--- config.mk ---
export PLATFORM = sky130hd
export DESIGN_NAME = uart_rx_framer
export DESIGN_NICKNAME = d
export VERILOG_FILES = /design/src/rtl/uart_rx_framer.sv
export SDC_FILE = /design/constraint.sdc
export NUM_CORES = 1
export LEC_CHECK = 0
export ABC_AREA = 1
export CAP_MARGIN = 25
export CORE_ASPECT_RATIO = 0.8
export CORE_MARGIN = 3
export CORE_UTILIZATION = 56
export CTS_CLUSTER_DIAMETER = 40
export DETAILED_ROUTE_END_ITERATION = 10
export PLACE_DENSITY_LB_ADDON = 0.15
export SYNTH_ARGS = -nofsm -noshare
export SYNTH_HDL_FRONTEND = slang
export SYNTH_SLANG_ARGS = --single-unit
--- constraint.sdc ---
create_clock -name clk -period 2.1 [get_ports clk]
set_clock_uncertainty 0.15 [all_clocks]
set_input_delay 0.63 -clock clk [delete_from_list [all_inputs] [get_ports clk]]
set_output_delay 0.63 -clock clk [all_outputs]
set_load 0.01 [all_outputs]
--- src/rtl/uart_rx_framer.sv ---
// UART receive framer: synchronizes the serial line, recovers start/data/
// parity/stop by mid-bit sampling, and presents each byte through a
// valid/ready holding register with parity, framing and overrun flags.
module uart_rx_framer #(
    parameter int D_WIDTH      = 8,
    parameter int PARITY_EN    = 1,
    parameter int PARITY_O_1   = 0,
    parameter int CLK_FREQ_MHZ = 50,
    parameter int BAUD_RATE    = 1000000
) (
    input  logic               clk,
    input  logic               rst,
    input  logic               Rx,
    output logic [D_WIDTH-1:0] data_out,
    output logic               data_valid,
    input  logic               data_ready,
    output logic               parity_err,
    output logic               frame_err,
    output logic               overrun_err,
    output logic               busy
);

    localparam int CLKS_PER_BIT = (CLK_FREQ_MHZ * 1000000) / BAUD_RATE;
    localparam int CNT_W        = $clog2(CLKS_PER_BIT);
    localparam int IDX_W        = (D_WIDTH > 1) ? $clog2(D_WIDTH) : 1;

    localparam logic [CNT_W-1:0] CNT_LAST = CNT_W'(CLKS_PER_BIT - 1);
    localparam logic [CNT_W-1:0] CNT_HALF = CNT_W'(CLKS_PER_BIT / 2 - 1);
    localparam logic [IDX_W-1:0] IDX_LAST = IDX_W'(D_WIDTH - 1);

    typedef enum logic [2:0] {
        S_IDLE,
        S_START,
        S_DATA,
        S_PARITY,
        S_STOP,
        S_BREAK
    } state_t;

    state_t             state;
    logic               rx_m;
    logic               rx_s;
    logic [CNT_W-1:0]   bit_cnt;
    logic [IDX_W-1:0]   idx;
    logic [D_WIDTH-1:0] shift_reg;
    logic               par_bad;
    logic               stop_bad;
    logic               commit_pend;

    assign busy = (state != S_IDLE);

    // Two-flop synchronizer; resets to the idle (high) line level
    always_ff @(posedge clk) begin
        if (rst) begin
            rx_m <= 1'b1;
            rx_s <= 1'b1;
        end else begin
            rx_m <= Rx;
            rx_s <= rx_m;
        end
    end

    // Frame FSM plus holding-register commit/handshake
    always_ff @(posedge clk) begin
        if (rst) begin
            state       <= S_IDLE;
            bit_cnt     <= '0;
            idx         <= '0;
            shift_reg   <= '0;
            par_bad     <= 1'b0;
            stop_bad    <= 1'b0;
            commit_pend <= 1'b0;
            data_out    <= '0;
            data_valid  <= 1'b0;
            parity_err  <= 1'b0;
            frame_err   <= 1'b0;
            overrun_err <= 1'b0;
        end else begin
            overrun_err <= 1'b0;
            commit_pend <= 1'b0;

            // Commit runs one cycle after the stop sample; shift_reg and par_bad
            // stay untouched until the next frame reaches DATA, so they are
            // read directly here instead of being copied at the stop sample.
            if (commit_pend) begin
                if (!data_valid || data_ready) begin
                    data_out   <= shift_reg;
                    parity_err <= par_bad;
                    frame_err  <= stop_bad;
                    data_valid <= 1'b1;
                end else begin
                    overrun_err <= 1'b1;
                end
            end else if (data_valid && data_ready) begin
                data_valid <= 1'b0;
            end

            case (state)
                S_IDLE: begin
                    if (!rx_s) begin
                        state   <= S_START;
                        bit_cnt <= '0;
                    end
                end
                S_START: begin
                    if (bit_cnt == CNT_HALF) begin
                        bit_cnt <= '0;
                        idx     <= '0;
                        par_bad <= 1'b0;
                        state   <= rx_s ? S_IDLE : S_DATA;
                    end else begin
                        bit_cnt <= bit_cnt + 1'b1;
                    end
                end
                S_DATA: begin
                    if (bit_cnt == CNT_LAST) begin
                        bit_cnt   <= '0;
                        // Right shift: after D_WIDTH samples the first bit sits at the LSB
                        shift_reg <= {rx_s, shift_reg[D_WIDTH-1:1]};
                        if (idx == IDX_LAST) begin
                            state <= (PARITY_EN != 0) ? S_PARITY : S_STOP;
                        end else begin
                            idx <= idx + 1'b1;
                        end
                    end else begin
                        bit_cnt <= bit_cnt + 1'b1;
                    end
                end
                S_PARITY: begin
                    if (bit_cnt == CNT_LAST) begin
                        bit_cnt <= '0;
                        par_bad <= ((^shift_reg) ^ rx_s) != (PARITY_O_1 != 0);
                        state   <= S_STOP;
                    end else begin
                        bit_cnt <= bit_cnt + 1'b1;
                    end
                end
                S_STOP: begin
                    if (bit_cnt == CNT_LAST) begin
                        bit_cnt     <= '0;
                        stop_bad    <= !rx_s;
                        commit_pend <= 1'b1;
                        state       <= rx_s ? S_IDLE : S_BREAK;
                    end else begin
                        bit_cnt <= bit_cnt + 1'b1;
                    end
                end
                S_BREAK: begin
                    if (rx_s) begin
                        state <= S_IDLE;
                    end
                end
                default: state <= S_IDLE;
            endcase
        end
    end

endmodule

* Yosys cells after proc, flatten, opt, wreduce, memory -nomap -nowiden
Index checks and enable logic that the tools add are counted.
Word-level totals: bits in registers 37, input bits 4, output and inout port bits 13, word-level logic and storage cells 84
Cells by class: add/sub/neg operators 2, equal/unequal tests 17, multiplexer cells 26, bitwise logic cells 3, reduce and logical (&&, ||, !) cells 22
Operators by type and width (number):
- $mux 3 | 11
- $mux 6 | 3
- $pmux 3 s6 | 1
- $pmux 6 s3 | 1
- $ne 2x2->1 const B | 8
- $reduce_and 2->1 | 5
- $eq 3x3->1 const B | 3
- $reduce_xor 8->1 | 1
- $mux 1 | 7
- $reduce_and 7->1 | 1
- $add 6x1->6 const B | 1
- $eq 3x2->1 const B | 2
- $eq 6x5->1 const B | 1
- $eq 6x6->1 const B | 1
- $pmux 3 s2 | 1
- $reduce_bool 2->1 | 3
- $reduce_bool 3->1 | 2
- $reduce_and 4->1 | 1
- $reduce_or 2->1 | 2
- $add 3x1->3 const B | 1
- $eq 3x1->1 const B | 1
- $logic_not 3->1 | 1
- $reduce_and 3->1 | 1
- $reduce_or 3->1 | 1
- other kinds (8) | 10

* Longest topological paths before layout
depth after elaboration 4, gate-level depth with buffers 11, gate-level depth less buffers 11

* Worst setup path before layout
Ideal clock, no wire load.
path type register to register, from register bit_cnt[1], to register state[0], setup time 0.115 ns, data arrival time 1.368 ns, data required time 1.835 ns, setup slack 0.468 ns, cell stages (with the launch flop) 12, path buffers 0, period minus slack after synthesis 1.632 ns, path through dfxtp_1 -> inv_1 -> ha_1 -> inv_1 -> nor2_1 -> nand3_1 -> nand2_1 -> nand2_1 -> nor2_4 -> nand2_1 -> a21oi_1 -> nor2_1
On the way: cells in the longest elaborated chain, start to end 3, elaborated cells on any way between the ends 7, classes of those cells eq/ne: 6; reduce/logical: 1
RTL lines:
- from (decl) | RTL line 43 | logic [CNT_W-1:0] bit_cnt;
- from (signal assigned) | RTL line 112 | bit_cnt <= bit_cnt + 1'b1;
- from (signal assigned) | RTL line 126 | bit_cnt <= bit_cnt + 1'b1;
- from (signal assigned) | RTL line 135 | bit_cnt <= bit_cnt + 1'b1;
- $eq 6x6->1 / $eq 6x5->1 (equally long branches)
- $ne 2x2->1 (no line)
- $reduce_and 7->1 (no line) (*)
- to (signal assigned) | RTL line 110 | state <= rx_s ? S_IDLE : S_DATA;
- to (signal assigned) | RTL line 121 | state <= (PARITY_EN != 0) ? S_PARITY : S_STOP;
- to (signal assigned) | RTL line 143 | state <= rx_s ? S_IDLE : S_BREAK;
- to (decl) | RTL line 40 | state_t state;
Every way passes the cells marked *; elsewhere a longest branch is shown, timed or not. A chain may end at the register's enable or synchronous reset.

* Worst setup path in the final report
from register state[1], to output busy
On the way: cells in the longest elaborated chain, start to end 1
RTL lines:
- $reduce_bool 3->1 | RTL line 50 | assign busy = (state != S_IDLE);
- to (decl) | RTL line 20 | output logic busy
Every way passes these cells.

==> results.toml <==
[outcome]
status = "finished clean"

[worst_hold_path]
hold_path.class = "reg -> reg"
min_path_cells = 1
min_from = "rx_m"
whs_endpoint = "rx_s"

[sta]
hold_violations = 0
fin_setup_tns_ps = 0
slew_headroom = 0.752
drv_slew = 0
rsz0062_at_grt = "false"
worst_hold_slack_ps = 275
max_freq_mhz = 499
fin_crit_sh = 0.954
setup_viol = 0
tightest_slew_ps = 371
layout_min_cycle_time_ps = 2000

[synthesis]
synth_area_leaders = "dfxtp_1 41%, nand2_1 13%, a21oi_1 7.2%"
netlist.area_leader.share = 0.408
synth_cell_types = 27
syn_nets = 269
netlist_instances = 260
synth-seq-cells = 37
yosysSeqAreaShare = 0.408
synth_top_cell_by_area = "dfxtp_1"
yosysWarnings = 0
synth_edf_count = 0
syn_area_um2 = 1810
synth_area_per_cell_um2 = 6.98
postSynth.asyncResetShare = 0
synthFlopType = "dfxtp_1"

[worst_setup_path]
reg2reg_depth = 11
reg2reg_slack_ps = 210
end_kind = "output port"
r2r_start = "bit_cnt[1]"
path_class = "reg -> out"
r2r-end = "state[0]"
crit_family = "buffers and inverters"
path_cells = "inv_2 > nand2_1 > nor2_2 > inv_1 > clkdlybuf4s15_1"
critPathMaxStageDelay_ps = 320
cp-start-kind = "flop"
path_max_fanout = 4
slowest_stage = "dfxtp_1"
worstPathArrival_ps = 1220
crit_required_ps = 1320
cp_num_buf_inv = 3

[global_routing]
grt_usage = 0.209
grt_pass1_vias = 1489
antenna_found_initial = 0
grt_util_met2 = 0.289
grt_max_degree = 26
grt_pass1_wl_um = 6560
grtUsageMet3 = 0.0608
grt-ovfl-total = 0
met1_usage = 0.306
busiest_layer = "met1"

[clocking]
clockBufferDepth = 2
clock-sinks = 37
cts_buffers = 5
clkTransAtPathRegs_ps = 70
htreeDepth = 2
cts_tree = "done"
cts_root_buf = "clkbuf_8"
clk_latency_ps = 300

[place]
dpl_cell_area_um2 = 2050
place_hpwl_um = 2640
port_buffers = 16
dp.cells = 314
place.gp.congestion = 0.800

[final_layout]
fillers = 223
design_area_um2 = 2170
multi_input_area_um2 = 906
final_common_cell = "nand2_1"
final_cell_mix = "61 x nand2_1, 37 x dfxtp_1, 33 x inv_1"
seq_area_um2 = 741
instances_no_fill = 323
antenna_cells = 0
syn_to_final_growth_pct = 19.8
nNetsFinal = 293
drive_above_1_share = 0.116

[routing]
detail-route-antenna-nets = 0
postRouteWirelength_um = 3770
wl_per_cell_um = 11.7
routed_via_density = 5.21
drt_iter0_markers = 171
route.detailed.drc = 0
firstDrtPassIters = 4
num_vias = 1683

[die]
num_rows = 17
start_util = 0.623
io_pins = 17
fp.dieW_um = 69.6
core-area_um2 = 2910
fp.dieH_um = 56.9
dieArea_um2 = 3960

[pwr]
max-vdd-ir-drop_mv = 0.729
total_power_uw = 2190
powerDensity_nw_per_um2 = 1010
power.leakage_uw = 0.000922

[job]
drv_cap = 0
[synth_stat cells, types with 2 or more instances]
cell type and number:
dfxtp_1 37, nor3_1 4, o21ai_0 21, nand3_1 14
nand3_2 2, a21oi_1 26, nand4_1 3, inv_1 34
nor2_1 23, ha_1 5, clkbuf_1 4, or2_2 2
nand3b_1 2, nand2_2 4, o21ai_1 3, inv_2 4
nand2_1 61, nor2_4 2
[per-stage QoR]
| step | setup WS [ps] | utilization |
|---|---|---|
| floorplan | 468 | - |
| global placement | 164 | 0.704 |
| detailed placement | 139 | 0.704 |
| CTS | 43.6 | 0.743 |
| global route | 14.7 | 0.746 |
| finish | 95.8 | 0.746 |
[layout make-up]
type                    count  share of cell area
clock buffers               6              0.0334
clock inverters             2              0.0178
inverters                  38              0.0656
multi-input cells         179               0.417
flip-flops and latches     37               0.341
well taps                  38              0.0219
repair buffers             23               0.104
[worst max path at each step]
stage | start | endpoint | slack [ps] | cells past startpoint
after floorplan | bit_cnt[1] | state[0] | 470 | 11
after global routing | state[1] | busy | 10 | 5
after global placement | state[0] | busy | 160 | 5
final | state[1] | busy | 100 | 5
after CTS | state[0] | busy | 40 | 5
after detailed placement | state[0] | busy | 140 | 5
[layer usage]
layer | share of wire | up-vias
met3 | 0.053 | 6
met1 | 0.53 | 752
met5 | 0 | -
met4 | 0.016 | 0
li1 | - | 880
met2 | 0.40 | 45
[worst register-to-register path, delay by kind of cell, from the launching register on]
family | cells | cell delay (ps)
compound gates | 1 | 130
buf+inv | 2 | 160
simple gates | 7 | 870
flops | 1 | 320
fa+ha+maj | 1 | 160
[where the power goes]
part	switching (uW)	total [uW]	internal (uW)	leakage (uW)
registers	34.3	784	750	0.000299
logic	501	783	282	0.000568
clock network	262	619	356	0.0000554
[repair_timing]
item	in CTS	in global routing
pin swaps	0	1
gates cloned	0	0
hold endpoints to repair	0	0
hold buffers	0	0
endpoints found under the setup margin	1	1
buffers inserted	0	1
resized for setup	2	2
[logic make-up (layout without fill, tap and decap cells)]
kind of cell | count (synthesis) | count (layout) | synth area share
buf+inv | 44 | 69 | 0.0938
fa+ha+maj | 5 | 5 | 0.0345
simple gates | 119 | 119 | 0.302
flops | 37 | 37 | 0.408
compound gates | 54 | 54 | 0.157
xor+xnor | 1 | 1 | 0.00483
(Power assumes the default switching activity.)
